--- src/rtl/alk_splatch_if.sv ---
// alk_splatch_if: ROT-decoder-to-S/P-latch bus.
// Carries the ROT micro-op field, modsp_l strobe and W-bus load data into the
// latch unit, and the S/P latch values plus run status back out.
//   master : ROT decoder side (drives rot_h, modsp_l, wbus_h)
//   slave  : alk_splatch side (drives s_h, p_h, szero_h, step_h, stall_h)
// With ALK_SP_PARITY_EN defined, also carries pinj_h (in) and perr_h (out).
interface alk_splatch_if #(
  parameter int unsigned SPW = 6
);
  logic [5:0]     rot_h;
  logic           modsp_l;
  logic [SPW-1:0] wbus_h;
  logic [SPW-1:0] s_h;
  logic [SPW-1:0] p_h;
  logic           szero_h;
  logic           step_h;
  logic           stall_h;
`ifdef ALK_SP_PARITY_EN
  logic           pinj_h;
  logic           perr_h;
`endif

  modport master (
    output rot_h, modsp_l, wbus_h,
`ifdef ALK_SP_PARITY_EN
    output pinj_h,
    input  perr_h,
`endif
    input  s_h, p_h, szero_h, step_h, stall_h
  );

  modport slave (
    input  rot_h, modsp_l, wbus_h,
`ifdef ALK_SP_PARITY_EN
    input  pinj_h,
    output perr_h,
`endif
    output s_h, p_h, szero_h, step_h, stall_h
  );
endinterface

--- src/rtl/alk_splatch.sv ---
// alk_splatch: S (shift count) / P (position) latch unit of the DC615 ALK
// datapath. Loads, steps and swaps S/P on ROT micro-ops gated by modsp_l, and
// runs a count-down sequencer (ROT 3F) that steps the rotator S times while
// stalling the microsequencer.
// Ports:
//   clk_h    : chip clock, rising edge
//   reset_h  : asynchronous active-high reset
//   bus      : alk_splatch_if.slave (rot_h, modsp_l, wbus_h in;
//              s_h, p_h, szero_h, step_h, stall_h out)
// Optional feature macro ALK_SP_PARITY_EN: odd parity kept on S and P, with
// sticky error output perr_h and write-parity injection input pinj_h.
module alk_splatch #(
  parameter int unsigned SPW    = 6,
  parameter int unsigned CNTMAX = 63
) (
  input  logic         clk_h,
  input  logic         reset_h,
  alk_splatch_if.slave bus
);

  localparam logic [5:0] ROT_LD_S  = 6'h27;
  localparam logic [5:0] ROT_LD_P  = 6'h2D;
  localparam logic [5:0] ROT_DEC_S = 6'h2F;
  localparam logic [5:0] ROT_INC_P = 6'h3B;
  localparam logic [5:0] ROT_SWAP  = 6'h3D;
  localparam logic [5:0] ROT_RUN   = 6'h3F;

  // Largest S value; decrementing zero wraps here.
  localparam logic [SPW-1:0] S_MAX = SPW'(CNTMAX);

  typedef enum logic {
    IDLE = 1'b0,
    RUN  = 1'b1
  } state_e;

  state_e         state_q, state_d;
  logic [SPW-1:0] s_q, s_d;
  logic [SPW-1:0] p_q, p_d;
  logic           step_q, step_d;
  logic           stall_q, stall_d;
  logic           s_wr;
  logic           p_wr;

  // Next-state and latch update logic.
  always_comb begin
    state_d = state_q;
    s_d     = s_q;
    p_d     = p_q;
    s_wr    = 1'b0;
    p_wr    = 1'b0;

    case (state_q)
      IDLE: begin
        if (!bus.modsp_l) begin
          case (bus.rot_h)
            ROT_LD_S: begin
              s_d  = bus.wbus_h;
              s_wr = 1'b1;
            end
            ROT_LD_P: begin
              p_d  = bus.wbus_h;
              p_wr = 1'b1;
            end
            ROT_DEC_S: begin
              s_d  = (s_q == '0) ? S_MAX : s_q - SPW'(1);
              s_wr = 1'b1;
            end
            ROT_INC_P: begin
              p_d  = p_q + SPW'(1);
              p_wr = 1'b1;
            end
            ROT_SWAP: begin
              s_d  = p_q;
              p_d  = s_q;
              s_wr = 1'b1;
              p_wr = 1'b1;
            end
            ROT_RUN: begin
              // A zero count is a zero-length run: stay idle.
              if (s_q != '0) begin
                state_d = RUN;
              end
            end
            default: ;
          endcase
        end
      end
      RUN: begin
        // Inputs are ignored; S counts itself down to zero.
        s_wr = 1'b1;
        if (s_q <= SPW'(1)) begin
          s_d     = '0;
          state_d = IDLE;
        end else begin
          s_d = s_q - SPW'(1);
        end
      end
      default: state_d = IDLE;
    endcase

    step_d  = (state_d == RUN);
    stall_d = (state_d == RUN);
  end

  // State and latch registers.
  always_ff @(posedge clk_h or posedge reset_h) begin
    if (reset_h) begin
      state_q <= IDLE;
      s_q     <= '0;
      p_q     <= '0;
      step_q  <= 1'b0;
      stall_q <= 1'b0;
    end else begin
      state_q <= state_d;
      s_q     <= s_d;
      p_q     <= p_d;
      step_q  <= step_d;
      stall_q <= stall_d;
    end
  end

  assign bus.s_h     = s_q;
  assign bus.p_h     = p_q;
  assign bus.szero_h = (s_q == '0);
  assign bus.step_h  = step_q;
  assign bus.stall_h = stall_q;

`ifdef ALK_SP_PARITY_EN
  logic s_par_q, s_par_d;
  logic p_par_q, p_par_d;
  logic perr_q, perr_d;

  // Odd parity regenerated on each write; pinj_h flips it for error injection.
  always_comb begin
    s_par_d = s_wr ? ((~^s_d) ^ bus.pinj_h) : s_par_q;
    p_par_d = p_wr ? ((~^p_d) ^ bus.pinj_h) : p_par_q;
    perr_d  = perr_q | (s_par_q != (~^s_q)) | (p_par_q != (~^p_q));
  end

  // Reset parity matches the all-zero latches (odd parity of 0 is 1).
  always_ff @(posedge clk_h or posedge reset_h) begin
    if (reset_h) begin
      s_par_q <= 1'b1;
      p_par_q <= 1'b1;
      perr_q  <= 1'b0;
    end else begin
      s_par_q <= s_par_d;
      p_par_q <= p_par_d;
      perr_q  <= perr_d;
    end
  end

  assign bus.perr_h = perr_q;
`else
  logic unused_wr;
  assign unused_wr = s_wr ^ p_wr;
`endif

endmodule

--- src/flat_wrapper.sv ---
// flat-port wrapper written by rule: the top's interface ports become plain ports
module alk_splatch_flat 
#(
  parameter int unsigned SPW    = 6,
  parameter int unsigned CNTMAX = 63
)
  (clk_h, reset_h, bus_rot_h, bus_modsp_l, bus_wbus_h, bus_s_h, bus_p_h, bus_szero_h, bus_step_h, bus_stall_h);
  alk_splatch_if #(.SPW(SPW)) bus_i ();
  input  logic clk_h;
  input  logic reset_h;
  input wire logic [$bits(bus_i.rot_h)-1:0] bus_rot_h;
  input wire logic [$bits(bus_i.modsp_l)-1:0] bus_modsp_l;
  input wire logic [$bits(bus_i.wbus_h)-1:0] bus_wbus_h;
  output wire logic [$bits(bus_i.s_h)-1:0] bus_s_h;
  output wire logic [$bits(bus_i.p_h)-1:0] bus_p_h;
  output wire logic [$bits(bus_i.szero_h)-1:0] bus_szero_h;
  output wire logic [$bits(bus_i.step_h)-1:0] bus_step_h;
  output wire logic [$bits(bus_i.stall_h)-1:0] bus_stall_h;
  assign bus_i.rot_h = bus_rot_h;
  assign bus_i.modsp_l = bus_modsp_l;
  assign bus_i.wbus_h = bus_wbus_h;
  assign bus_s_h = bus_i.s_h;
  assign bus_p_h = bus_i.p_h;
  assign bus_szero_h = bus_i.szero_h;
  assign bus_step_h = bus_i.step_h;
  assign bus_stall_h = bus_i.stall_h;
  alk_splatch #(.SPW(SPW), .CNTMAX(CNTMAX)) u_core (.clk_h(clk_h), .reset_h(reset_h), .bus(bus_i));
endmodule
--- config.mk ---
export PLATFORM = sky130hd
export DESIGN_NAME = alk_splatch_flat
export DESIGN_NICKNAME = d
export VERILOG_FILES = /design/src/rtl/alk_splatch_if.sv /design/src/rtl/alk_splatch.sv /design/src/flat_wrapper.sv
export SDC_FILE = /design/constraint.sdc
export NUM_CORES = 1
export LEC_CHECK = 0
export BUFFER_PORTS_ARGS = -buffer_cell sky130_fd_sc_hd__buf_2
export CORE_ASPECT_RATIO = 2
export CORE_MARGIN = 3
export CORE_UTILIZATION = 48
export CTS_CLUSTER_DIAMETER = 200
export DETAILED_ROUTE_END_ITERATION = 10
export PLACE_DENSITY = 0.75
export SLEW_MARGIN = 0
export SYNTH_ARGS = -nofsm -noshare
export SYNTH_HDL_FRONTEND = slang
export SYNTH_SLANG_ARGS = --single-unit
--- constraint.sdc ---
create_clock -name clk_h -period 1.6 [get_ports clk_h]
set_input_delay 0.24 -clock clk_h [delete_from_list [all_inputs] [get_ports clk_h]]
set_output_delay 0.24 -clock clk_h [all_outputs]
set_load 0.03 [all_outputs]
==> metrics <==
leading cell types in the layout, fill and taps excluded 37 x buf_4, 28 x buf_2, 12 x nor2_1, 12 x nand2_1, 11 x o21ai_0; starting density of the core 0.501; Detail Placement HPWL 3360 um; H-tree levels 1; drt via density 6.34; commonest non-fill, non-tap cell in the layout buf_4; YS warnings 0; synth unique cells 54; clock skew 0.00314 ns; Fin. Hold Viols 0; number of global-route vias before repair 1482; Adder-Cell Fraction of Synth Area 0.0388; PortBufs 29; post-DR wirelength/cell 18.2 um; FF-to-FF Start u_core.bus.s_h[2]; number of I/O pins 30; layout cell share with drive strength beyond 1 0.452; EDFF count, synth 0; clk_lat worst skew 0.24 ns; status finished, violations left; Final Non-Filler Cells 249; CP Max Fanout 4; Antenna Nets Post-Route 0; post-place setup slack -0.0625 ns; Pleak 0.823 nW; mux cell area share after synthesis 0.00777; die area 3380 sq um; largest net degree at the start of global routing 14; CP endpoint kind primary output; Worst slew margin 0.627; antenna violations before repair 0; register area share after synthesis 0.252; Post-Synth XOR/XNOR Area 0.00680; RePlAce Congestion 0.950; syn nets 184; setup ws final -0.0781 ns; synthesized instance count 165; Routed WL 4530 um; critical path required time 1.36 ns; GRT busiest layer met2; post-route clock period utilization 1.05; Antenna Cells 0; Sink Count 13; Final setup viols 4; max incr delay on CP 0.44 ns; area grow syn2layout 43.9%; fin. max-slew vios 0; hold_buf cts 0; Worst Setup Start Kind register; CTS clk-pin slew, worst paths 0.06 ns; synthesized area per cell 7.81 sq um; crit-path cells nor4_4 -> buf_4 -> and2_4 -> buf_6; cell at the slowest stage of the critical path dfrtp_2; HP Class in -> async; max cap viols 0; GRT Residual Overflow 0; nets@finish 241; crit path kind reg -> out; CTS Buffer Depth 2; DRC 0; DR pass1 iterations 4; Worst EP arrival 1.44 ns; FF+latch count, synth 13; main combinational cell family by area after synthesis compound AO/OA/AOI/OAI gates; Least-Margin Pin Slew 0.558 ns; FMAX 596 MHz; GRT met3 Usage 0.0295; fraction of registers with async set or reset after synthesis 1.00; Rows 26; CTS tree yes; grt met1 use 0.237; failing checks setup timing; initial drt markers 83; first-pass GRT wire length 6740 um; unrepaired setup endpoints after global routing true; Top FF cell, synth dfrtp_1; power density over the cells 1620 nW/um^2; total CTS buffers 3; via count 1578; Synth Area in Compound Gates 0.323; simple-gate share of the synthesized area 0.276; Tmin final 1.68 ns; die width 42.6 um; met2 usage 0.500; clock root cell clkbuf_8; synthesized cell area 1290 sq um; core area 2570 sq um; Worst setup startpoint u_core.bus.s_h[5]; Total GRT Usage 0.258; die span in y 79.3 um; number of placed cells counting well taps 235; Peak VDD IR 0.00109 V
[per-stage QoR]
stage          TNS, ns  instance area (sq um)  hold slack, ns  total power [mW]  utilization
5_1_grt         -0.431                   1850          0.0839              3.16        0.722
2_1_floorplan   -0.425                   1360           0.117              1.81            -
4_1_cts         -0.141                   1740          0.0524              2.70        0.676
6_report        -0.186                   1850          0.0376              3.01        0.722
3_3_place_gp   -0.0375                   1640           0.309              2.22        0.636
3_5_place_dp    -0.275                   1640           0.312              2.28        0.636
[cells in the mapped netlist, drive strengths merged (2+ instances only)]
cell type,instances,share of area
nand3,6,0.023
o31ai,2,0.012
nor2,14,0.041
dfrtp,13,0.25
and2,2,0.0097
a21oi,8,0.031
a22oi,2,0.012
buf,7,0.041
nor3,6,0.027
o21bai,2,0.012
ha,4,0.039
or3,2,0.0097
o21ai,16,0.062
a31oi,2,0.0097
nor4,3,0.026
o22ai,2,0.0097
nand2,12,0.035
nand4,4,0.024
nor2b,4,0.025
a211oi,3,0.017
a21o,2,0.012
a22o,2,0.014
a221oi,5,0.034
nand2b,2,0.0097
a221o,3,0.023
inv,11,0.034
clkbuf,7,0.020
[cell families after synthesis]
group                      Yosys count
muxes                                1
and+or+nand+nor                     62
AOI/OAI and AO/OA                   59
DFF                                 13
adders and majority gates            4
xor gates and xnor gates             1
buffers and inverters               25
[flip-flops by register name, summed over array words and instances, names as in the netlist]
register,cells
u_core.bus.p_h,6
u_core.bus.s_h,6
u_core.state_q,1
[layout make-up]
class	instances	area, sq um
inverters	11	48.8
clock buffers	4	45.0
well taps	28	35.0
multi-input cells	127	963
fillers	198	716
repair buffers	66	429
flip-flops and latches	13	333
[path summary, 6_finish.rpt]
check	to	slack, ns	cells past startpoint
setup / recovery	bus_szero_h	-0.08	4
setup reg to reg	u_core.bus.s_h[5]	-0.05	6
max in group asynchronous	u_core.bus.s_h[3]	1.16	2
min in group clk_h	u_core.bus.p_h[5]	0.34	3
hold reg to reg	u_core.bus.p_h[1]	0.57	2
hold / removal	u_core.bus.p_h[0]	0.04	2
[metal layers]
layer | part of all wire | vias to the layer above | routed length [um]
li1 | - | 734 | -
met5 | 0 | - | 0
met4 | 0.033 | 0 | 149
met2 | 0.58 | 79 | 2630
met1 | 0.34 | 747 | 1540
met3 | 0.047 | 18 | 214
[critical path, delay by kind of cell, from the launching register on]
family                 cells  cell delay, ns
and+or+nand+nor            2            0.46
DFF                        1            0.44
buffers and inverters      2            0.29
[where the power goes]
part | internal (mW) | total [mW] | leakage (nW) | switching (mW)
Clock | 0.176 | 0.302 | 0.0228 | 0.126
Combinational | 0.885 | 2.04 | 0.645 | 1.16
Sequential | 0.471 | 0.665 | 0.155 | 0.194
Total | 1.53 | 3.01 | 0.823 | 1.48
[timing repair]
action / CTS / global route
pin swaps: 4 / 6
setup buffers: 3 / 7
endpoints found under the setup margin: 6 / 7
gates resized for setup: 9 / 12
(Power assumes the default switching activity.)
